File: src/rtl/game_level_timer_if.sv
// rtl/game_level_timer_if.sv - menu-side / level-timer signal bundle; LT_PAUSE_EN adds pausa
interface game_level_timer_if #(
    parameter int TIME_WIDTH = 7
);
    logic [2:0]            estado;
    logic [1:0]            nvl;
    logic                  cn;
    logic                  meta;
    logic                  choque;
`ifdef LT_PAUSE_EN
    logic                  pausa;
`endif
    logic                  mov_tick;
    logic [TIME_WIDTH-1:0] tiempo;
    logic [1:0]            nvl_latched;
    logic                  activo;
    logic                  gano;
    logic                  perdio;

    modport master (
`ifdef LT_PAUSE_EN
        output pausa,
`endif
        output estado, nvl, cn, meta, choque,
        input  mov_tick, tiempo, nvl_latched, activo, gano, perdio
    );

    modport slave (
`ifdef LT_PAUSE_EN
        input  pausa,
`endif
        input  estado, nvl, cn, meta, choque,
        output mov_tick, tiempo, nvl_latched, activo, gano, perdio
    );
endinterface

File: src/rtl/game_level_timer.sv
// rtl/game_level_timer.sv - level latch, vehicle move tick, seconds countdown, win/lose FSM; LT_PAUSE_EN adds pause gating
module game_level_timer #(
    parameter int SEC_DIV    = 50000000,
    parameter int MOV_DIV_L0 = 5000000,
    parameter int MOV_DIV_L1 = 3750000,
    parameter int MOV_DIV_L2 = 2500000,
    parameter int MOV_DIV_L3 = 1250000,
    parameter int TIME_WIDTH = 7,
    parameter int TIME_START = 60
) (
    input logic               clk,
    input logic               rst,
    game_level_timer_if.slave lt
);
    localparam int MOV_MAX01 = (MOV_DIV_L0 > MOV_DIV_L1) ? MOV_DIV_L0 : MOV_DIV_L1;
    localparam int MOV_MAX23 = (MOV_DIV_L2 > MOV_DIV_L3) ? MOV_DIV_L2 : MOV_DIV_L3;
    localparam int MOV_MAX   = (MOV_MAX01 > MOV_MAX23) ? MOV_MAX01 : MOV_MAX23;
    localparam int MOV_W     = (MOV_MAX > 1) ? $clog2(MOV_MAX) : 1;
    localparam int SEC_W     = (SEC_DIV > 1) ? $clog2(SEC_DIV) : 1;
    localparam logic [SEC_W-1:0]      SEC_LAST = SEC_W'(SEC_DIV - 1);
    localparam logic [TIME_WIDTH-1:0] T_START  = TIME_WIDTH'(TIME_START);
    localparam logic [TIME_WIDTH-1:0] T_ONE    = TIME_WIDTH'(1);
    localparam logic [2:0] ESTADO_GAME = 3'b111;
    localparam logic [2:0] ESTADO_MENU = 3'b000;

    typedef enum logic [1:0] {IDLE, RUN, WIN, LOSE} state_t;

    state_t                state, state_nx;
    logic [MOV_W-1:0]      mov_cnt, mov_cnt_nx, mov_last;
    logic [SEC_W-1:0]      sec_cnt, sec_cnt_nx;
    logic [TIME_WIDTH-1:0] tiempo_nx;
    logic [1:0]            nvl_nx;
    logic                  tick_nx;
    logic                  count_en, clear_ev, load_ev;

    assign clear_ev = lt.cn && (lt.estado == ESTADO_MENU);
    assign load_ev  = lt.cn && (lt.estado != ESTADO_MENU);
`ifdef LT_PAUSE_EN
    assign count_en = (lt.estado == ESTADO_GAME) && !lt.pausa;
`else
    assign count_en = (lt.estado == ESTADO_GAME);
`endif

    always_comb begin
        mov_last = MOV_W'(MOV_DIV_L0 - 1);
        case (lt.nvl_latched)
            2'd1:    mov_last = MOV_W'(MOV_DIV_L1 - 1);
            2'd2:    mov_last = MOV_W'(MOV_DIV_L2 - 1);
            2'd3:    mov_last = MOV_W'(MOV_DIV_L3 - 1);
            default: mov_last = MOV_W'(MOV_DIV_L0 - 1);
        endcase
    end

    always_comb begin
        state_nx   = state;
        mov_cnt_nx = mov_cnt;
        sec_cnt_nx = sec_cnt;
        tiempo_nx  = lt.tiempo;
        nvl_nx     = lt.nvl_latched;
        tick_nx    = 1'b0;
        if (clear_ev) begin
            state_nx = IDLE;
        end else begin
            case (state)
                IDLE: if (load_ev) begin
                    state_nx   = RUN;
                    nvl_nx     = lt.nvl;
                    tiempo_nx  = T_START;
                    mov_cnt_nx = '0;
                    sec_cnt_nx = '0;
                end
                RUN: begin
                    // Frog events win over any counting in the same cycle
                    if (lt.meta) begin
                        state_nx = WIN;
                    end else if (lt.choque) begin
                        state_nx = LOSE;
                    end else if (count_en) begin
                        if (mov_cnt == mov_last) begin
                            mov_cnt_nx = '0;
                            tick_nx    = 1'b1;
                        end else begin
                            mov_cnt_nx = mov_cnt + MOV_W'(1);
                        end
                        if (sec_cnt == SEC_LAST) begin
                            sec_cnt_nx = '0;
                            if (lt.tiempo <= T_ONE) begin
                                tiempo_nx = '0;
                                state_nx  = LOSE;
                                tick_nx   = 1'b0;
                            end else begin
                                tiempo_nx = lt.tiempo - T_ONE;
                            end
                        end else begin
                            sec_cnt_nx = sec_cnt + SEC_W'(1);
                        end
                    end
                end
                default: ;
            endcase
        end
    end

    always_ff @(posedge clk or posedge rst) begin
        if (rst) begin
            state          <= IDLE;
            mov_cnt        <= '0;
            sec_cnt        <= '0;
            lt.mov_tick    <= 1'b0;
            lt.tiempo      <= '0;
            lt.nvl_latched <= 2'd0;
            lt.activo      <= 1'b0;
            lt.gano        <= 1'b0;
            lt.perdio      <= 1'b0;
        end else begin
            state          <= state_nx;
            mov_cnt        <= mov_cnt_nx;
            sec_cnt        <= sec_cnt_nx;
            lt.mov_tick    <= tick_nx;
            lt.tiempo      <= tiempo_nx;
            lt.nvl_latched <= nvl_nx;
            lt.activo      <= (state_nx == RUN);
            lt.gano        <= (state_nx == WIN);
            lt.perdio      <= (state_nx == LOSE);
        end
    end
endmodule

File: src/flat_wrapper.sv
// flat-port wrapper written by rule: the top's interface ports become plain ports
module game_level_timer_flat 
#(
    parameter int SEC_DIV    = 50000000,
    parameter int MOV_DIV_L0 = 5000000,
    parameter int MOV_DIV_L1 = 3750000,
    parameter int MOV_DIV_L2 = 2500000,
    parameter int MOV_DIV_L3 = 1250000,
    parameter int TIME_WIDTH = 7,
    parameter int TIME_START = 60
)
  (clk, rst, lt_estado, lt_nvl, lt_cn, lt_meta, lt_choque, lt_mov_tick, lt_tiempo, lt_nvl_latched, lt_activo, lt_gano, lt_perdio);
  game_level_timer_if #(.TIME_WIDTH(TIME_WIDTH)) lt_i ();
  input logic clk;
  input logic rst;
  input wire logic [$bits(lt_i.estado)-1:0] lt_estado;
  input wire logic [$bits(lt_i.nvl)-1:0] lt_nvl;
  input wire logic [$bits(lt_i.cn)-1:0] lt_cn;
  input wire logic [$bits(lt_i.meta)-1:0] lt_meta;
  input wire logic [$bits(lt_i.choque)-1:0] lt_choque;
  output wire logic [$bits(lt_i.mov_tick)-1:0] lt_mov_tick;
  output wire logic [$bits(lt_i.tiempo)-1:0] lt_tiempo;
  output wire logic [$bits(lt_i.nvl_latched)-1:0] lt_nvl_latched;
  output wire logic [$bits(lt_i.activo)-1:0] lt_activo;
  output wire logic [$bits(lt_i.gano)-1:0] lt_gano;
  output wire logic [$bits(lt_i.perdio)-1:0] lt_perdio;
  assign lt_i.estado = lt_estado;
  assign lt_i.nvl = lt_nvl;
  assign lt_i.cn = lt_cn;
  assign lt_i.meta = lt_meta;
  assign lt_i.choque = lt_choque;
  assign lt_mov_tick = lt_i.mov_tick;
  assign lt_tiempo = lt_i.tiempo;
  assign lt_nvl_latched = lt_i.nvl_latched;
  assign lt_activo = lt_i.activo;
  assign lt_gano = lt_i.gano;
  assign lt_perdio = lt_i.perdio;
  game_level_timer #(.SEC_DIV(SEC_DIV), .MOV_DIV_L0(MOV_DIV_L0), .MOV_DIV_L1(MOV_DIV_L1), .MOV_DIV_L2(MOV_DIV_L2), .MOV_DIV_L3(MOV_DIV_L3), .TIME_WIDTH(TIME_WIDTH), .TIME_START(TIME_START)) u_core (.clk(clk), .rst(rst), .lt(lt_i));
endmodule
File: config.mk
export PLATFORM = sky130hd
export DESIGN_NAME = game_level_timer_flat
export DESIGN_NICKNAME = d
export VERILOG_FILES = /design/src/rtl/game_level_timer_if.sv /design/src/rtl/game_level_timer.sv /design/src/flat_wrapper.sv
export SDC_FILE = /design/constraint.sdc
export NUM_CORES = 1
export LEC_CHECK = 0
export ABC_AREA = 0
export CAP_MARGIN = 20
export CORE_ASPECT_RATIO = 0.6
export CORE_MARGIN = 1
export CORE_UTILIZATION = 25
export CTS_CLUSTER_SIZE = 40
export DETAILED_ROUTE_END_ITERATION = 7
export PLACE_DENSITY = 0.37
export SLEW_MARGIN = 15
export SYNTH_ARGS = -nofsm -noshare
export SYNTH_HDL_FRONTEND = slang
export SYNTH_SLANG_ARGS = --single-unit
File: constraint.sdc
create_clock -name clk -period 3.2 [get_ports clk]
set_input_delay 0.64 -clock clk [delete_from_list [all_inputs] [get_ports clk]]
set_output_delay 0.64 -clock clk [all_outputs]
set_load 0.1 [all_outputs]
==> results of run 1 <==
==> cell families after synthesis <==
family,after synthesis,share of synthesized area [%]
buffers and inverters,29,3.58
muxes,1,0.301
xor gates and xnor gates,39,9.13
DFF,64,42.8
and+or+nand+nor,181,28.1
AOI/OAI and AO/OA,72,13.0
adders and majority gates,9,3.01
==> worst max-delay path, stage by stage <==
cell and delay (ps):
clkdlybuf4s50_1 440, o21ai_0 460, o2111ai_1 460, buf_4 320, nor3_1 260, xnor2_1 150
nor2_1 50
==> state kept, by name (all words and copies together) (netlist names) <==
| name | flops |
|---|---|
| u_core.mov_cnt | 23 |
| u_core.lt.tiempo | 7 |
| u_core.lt.perdio | 1 |
| u_core.lt.mov_tick | 1 |
| u_core.lt.activo | 1 |
| u_core.lt.nvl_latched | 2 |
| u_core.sec_cnt | 26 |
| u_core.lt.gano | 1 |
| u_core.state | 2 |
==> cell type report <==
cell class / count / area share (%)
repair buffers: 30 / 6.04
well taps: 198 / 5.49
multi-input cells: 302 / 44.4
flip-flops and latches: 64 / 35.5
inverters: 14 / 1.16
clock buffers: 14 / 6.07
clock inverters: 2 / 1.33
==> metal layers <==
layer	vias up	wire length (µm)	GRT usage (%)
li1	1512	-	-
met1	1494	5980	24.3
met2	72	3800	17.7
met3	8	551	3.56
met4	0	106	4.25
met5	-	0	0
==> layout by cell type (no fill, tap or decap), types with 5 or more instances in the layout <==
master / count
a21oi_1: 24
and3_1: 7
and4_1: 5
buf_4: 19
clkbuf_16: 9
clkdlybuf4s50_1: 9
dfrtp_1: 64
ha_1: 9
inv_1: 13
nand2_1: 27
nand3_1: 25
nand4_1: 29
nor2_1: 36
nor3_1: 13
nor4_1: 5
nor4b_1: 7
o21ai_0: 22
o31ai_1: 5
xnor2_1: 12
xor2_1: 27
==> worst paths after layout <==
check	start	endpoint	slack, ps	cells past startpoint
worst max-delay path	lt_meta	u_core.sec_cnt[5]	630	7
worst min-delay path	u_core.mov_cnt[1]	u_core.mov_cnt[1]	510	2
worst max register to register	u_core.lt.nvl_latched[1]	u_core.mov_cnt[1]	640	8
worst min register to register	u_core.mov_cnt[1]	u_core.mov_cnt[1]	510	2
max in group asynchronous	rst	u_core.mov_cnt[7]	2180	3
min in group asynchronous	rst	u_core.sec_cnt[15]	670	3
==> power by group through the flow <==
stage | registers (mW) | logic [mW] | clock network (mW)
2_1_floorplan | 1.52 | 0.480 | 0
3_3_place_gp | 1.08 | 1.25 | 0
3_5_place_dp | 1.08 | 1.25 | 0
4_1_cts | 1.06 | 1.26 | 1.14
5_1_grt | 1.09 | 1.34 | 1.18
6_report | 1.06 | 1.25 | 1.12
==> flow_summary.json, run 1 <==
{
  "cts-resized-gates": 0,
  "p_sw_share_pct": 42.2,
  "insertion_delay_ps": 340,
  "fp.dieH_um": 96.7,
  "fin_crit_sh_pct": 80.4,
  "yosys_register_bits": 64,
  "syn_area_um2": 3740,
  "fin_nets": 440,
  "required_ps": 3420,
  "die-area_um2": 15500,
  "maxSlewViolCount": 0,
  "postLayoutCoreUtil_pct": 31.0,
  "pwr-share-clk_pct": 32.7,
  "vias_per_cell": 4.95,
  "worst_ep_arrival_time_ps": 2790,
  "hp-class": "reg -> reg",
  "cap_violations": 0,
  "die_w_um": 160,
  "vias": 3086,
  "synthFlopType": "dfrtp_1",
  "syn_avg_cell_area_um2": 9.47,
  "fillerInstances": 1530,
  "cts_buffer_depth": 2,
  "worstSetupPathType": "in -> reg",
  "yosysSeqAreaShare_pct": 42.8,
  "fin_worst_skew_ps": 6.94,
  "wire_per_inst_um": 16.7,
  "antenna_found_initial": 0,
  "synth_edf_count": 0,
  "intPower_mw": 1.98,
  "layout-drive-gt1-share_pct": 12.4,
  "power_mw": 3.43,
  "dr.pass1.iters": 4,
  "cts_setup_buffers": 0,
  "path_clk_slew_ps": 60,
  "pre_cts_ws_ps": 290,
  "yosysMostFrequentCell": "dfrtp_1",
  "fin_cells": 624,
  "ioPinCount": 23,
  "finalSetupViolations": 0,
  "synth_cell_types": 57,
  "layout_min_cycle_time_ps": 2570,
  "grt_first_pass_wirelength_mm": 17.4,
  "switchingPower_mw": 1.45,
  "placed_area_um2": 4180,
  "port_buffers": 22,
  "synth-async-reset-ratio_pct": 100,
  "hold_slack_ps": 514,
  "timing.final.ws_setup_ps": 629,
  "final_cell_area_um2": 4510,
  "rsz0062_at_grt": "false",
  "synth_nets": 414,
  "clockRootBuffer": "clkbuf_16",
  "diodes": 0,
  "synth_top_area_share_pct": 42.8,
  "dpl.hpwl_mm": 7.29,
  "area_growth_syn_to_layout_pct": 20.7,
  "worst-slew-pin-transition_ps": 775,
  "synth_common_cells": "64 x dfrtp_1, 36 x nor2_1, 29 x nand4_1",
  "grt_start_max_net_pins": 65,
  "hold_buffers": 0,
  "irDropWorstVdd_mv": 0.520,
  "finalSetupTns_ps": 0,
  "gp_routability_congestion": 0.795,
  "overflow": 0,
  "dp_cells": 608,
  "p_leak_nw": 1.83,
  "drt_iter0_drc": 167,
  "grt.total_usage_pct": 14.7,
  "outcome": "complete, no violations",
  "clkSinkCount": 64,
  "worstSetupStartpointType": "primary input",
  "seqPwrFrac_pct": 31.0,
  "cp-end-kind": "flop",
  "power_density_nw_per_um2": 760,
  "cts_made_buffers": 9,
  "wl_mm": 10.4,
  "cts_tree": "yes",
  "comb_power_share_pct": 36.3,
  "hold_viol": 0,
  "rows": 34,
  "ys_warn_count": 0,
  "ant_nets": 0,
  "multiInputGateArea_um2": 2000,
  "drc": 0,
  "grt_pass1_vias": 3041,
  "core-area_um2": 14500,
  "cp_max_fo": 9,
  "synth_area_leaders": "dfrtp_1 43%, xor2_1 6.3%, nand4_1 4.9%",
  "initial_core_util_pct": 25.7,
  "ff_latch_area_um2": 1600,
  "clock.fmax_mhz": 389,
  "synth_cells": 395,
  "yosysTopAreaCell": "dfrtp_1",
  "htree_levels": 3,
  "slew-limit-headroom_pct": 48.1
}
Note: power is estimated with default switching activity, not from simulation.
==> run 2, diff against run 1 <==
- clock period: 3.2 -> 2.5 ns (I/O delays scaled with it)
==> flow_summary.json, run 2 (same netlist as run 1, synthesis figures left out) <==
{
  "cts_setup_buffers": 0,
  "rows": 34,
  "ant_nets": 0,
  "clock.fmax_mhz": 440,
  "reg.largest.list": "u_core.sec_cnt: 26 flops, u_core.mov_cnt: 23 flops, u_core.lt.tiempo: 7 flops",
  "dpl.hpwl_mm": 7.58,
  "outcome": "complete, no violations",
  "gp_routability_congestion": 0.768,
  "hold_buffers": 0,
  "grt_pass1_vias": 3019,
  "worst-slew-pin-transition_ps": 629,
  "rsz0062_at_grt": "false",
  "largest_reg_flops": 26,
  "pre_cts_ws_ps": -65.5,
  "cp-end-kind": "flop",
  "wl_mm": 10.6,
  "comb_power_share_pct": 37.4,
  "layout_min_cycle_time_ps": 2270,
  "irDropWorstVdd_mv": 0.738,
  "cts_made_buffers": 9,
  "clkSinkCount": 64,
  "fp.dieH_um": 96.7,
  "cts-resized-gates": 0,
  "postLayoutCoreUtil_pct": 32.3,
  "grt.total_usage_pct": 14.7,
  "clockRootBuffer": "clkbuf_16",
  "cpPeakStageDelay_ps": 430,
  "drc": 0,
  "overflow": 0,
  "grt_start_max_net_pins": 53,
  "r2r_start": "u_core.sec_cnt[1]",
  "core-area_um2": 14500,
  "dp_cells": 628,
  "worstSetupStartpointType": "flop",
  "pwr-share-clk_pct": 31.9,
  "fillerInstances": 1525,
  "layout-drive-gt1-share_pct": 17.5,
  "timing.final.ws_setup_ps": 229,
  "p_leak_nw": 1.94,
  "top_register": "u_core.sec_cnt",
  "switchingPower_mw": 1.86,
  "reg2reg_setup_slack_ps": 230,
  "worst_ep_arrival_time_ps": 2480,
  "final_cell_mix": "62 x dfrtp_1, 38 x buf_4, 36 x nor2_1, 29 x nand4_1",
  "seqPwrFrac_pct": 30.7,
  "cp_max_fo": 21,
  "cap_violations": 0,
  "dr.pass1.iters": 4,
  "maxSlewViolCount": 0,
  "worst_r2r_path_depth": 7,
  "hp-class": "in -> async",
  "cts_tree": "yes",
  "hold_viol": 0,
  "worstSetupPathType": "reg -> reg",
  "grt_first_pass_wirelength_mm": 17.6,
  "insertion_delay_ps": 320,
  "initial_core_util_pct": 25.7,
  "finalSetupTns_ps": 0,
  "intPower_mw": 2.60,
  "placed_area_um2": 4360,
  "finalSetupViolations": 0,
  "fin_crit_sh_pct": 90.8,
  "cts_buffer_depth": 2,
  "port_buffers": 22,
  "diodes": 0,
  "fin_cells": 644,
  "vias": 3172,
  "area_growth_syn_to_layout_pct": 25.5,
  "slew-limit-headroom_pct": 57.9,
  "reg2reg_to": "u_core.sec_cnt[8]",
  "ioPinCount": 23,
  "drt_iter0_drc": 155,
  "die-area_um2": 15500,
  "fin_worst_skew_ps": 5.30,
  "vias_per_cell": 4.93,
  "wire_per_inst_um": 16.4,
  "crit_slowest_cell": "o31a_1",
  "ff_latch_area_um2": 1600,
  "path_clk_slew_ps": 60,
  "crit_path_frequent_cell": "nor2_1",
  "path_cells": "ha_1 -> and4_1 -> nand3_1 -> o31a_1 -> nor2_1 -> buf_4 -> nor2_1",
  "final_common_cell": "dfrtp_1",
  "die_w_um": 160,
  "fin_nets": 460,
  "p_sw_share_pct": 41.7,
  "power_density_nw_per_um2": 949,
  "antenna_found_initial": 0,
  "required_ps": 2700,
  "multiInputGateArea_um2": 2020,
  "final_cell_area_um2": 4690,
  "htree_levels": 3
}
run 2: worst max-delay path by stage:
stage | cells after the start | slack, ps | end | start
detailed placement | 7 | -70 | u_core.lt.tiempo[5] | lt_estado[0]
global placement | 7 | -20 | u_core.sec_cnt[23] | lt_estado[2]
global route | 7 | 30 | u_core.sec_cnt[20] | u_core.sec_cnt[1]
CTS | 7 | 180 | u_core.sec_cnt[8] | u_core.sec_cnt[1]
floorplan | 8 | 50 | u_core.mov_cnt[16] | u_core.lt.nvl_latched[0]
finish | 7 | 230 | u_core.sec_cnt[8] | u_core.sec_cnt[1]
run 2: final cells by class:
type / count / area share [%]
clock inverter: 2 / 1.28
multi-input combinational: 302 / 43.0
clock buffer: 14 / 5.84
tap: 198 / 5.28
inverter: 14 / 1.17
sequential: 64 / 34.2
timing repair buffer: 50 / 9.28
run 2: per-layer routing:
layer	wire [µm]	global-route usage, %	share of wire, %
met1	6260	24.8	59
met2	3810	17.7	36
met4	36	3.52	0.34
met3	473	3.39	4.5
met5	0	0	0
run 2: power by group through the flow:
stage,Sequential (mW),Combinational [mW],Clock [mW]
finish,1.37,1.66,1.42
global route,1.40,1.78,1.51
detailed placement,1.38,1.67,0
global placement,1.39,1.68,0
floorplan,1.96,0.630,0
CTS,1.37,1.68,1.46
run 2: through the flow:
stage	total power [mW]	hold slack [ps]
4_1_cts	4.51	472
2_1_floorplan	2.59	475
3_5_place_dp	3.05	526
6_report	4.45	464
3_3_place_gp	3.07	521
5_1_grt	4.69	485
run 2: worst max-delay path, delay by kind of cell, from the launching register on:
family | cells | cell delay [ps]
DFF | 1 | 400
AOI/OAI and AO/OA | 1 | 430
buffers and inverters | 1 | 300
adders and majority gates | 1 | 280
and+or+nand+nor | 4 | 730
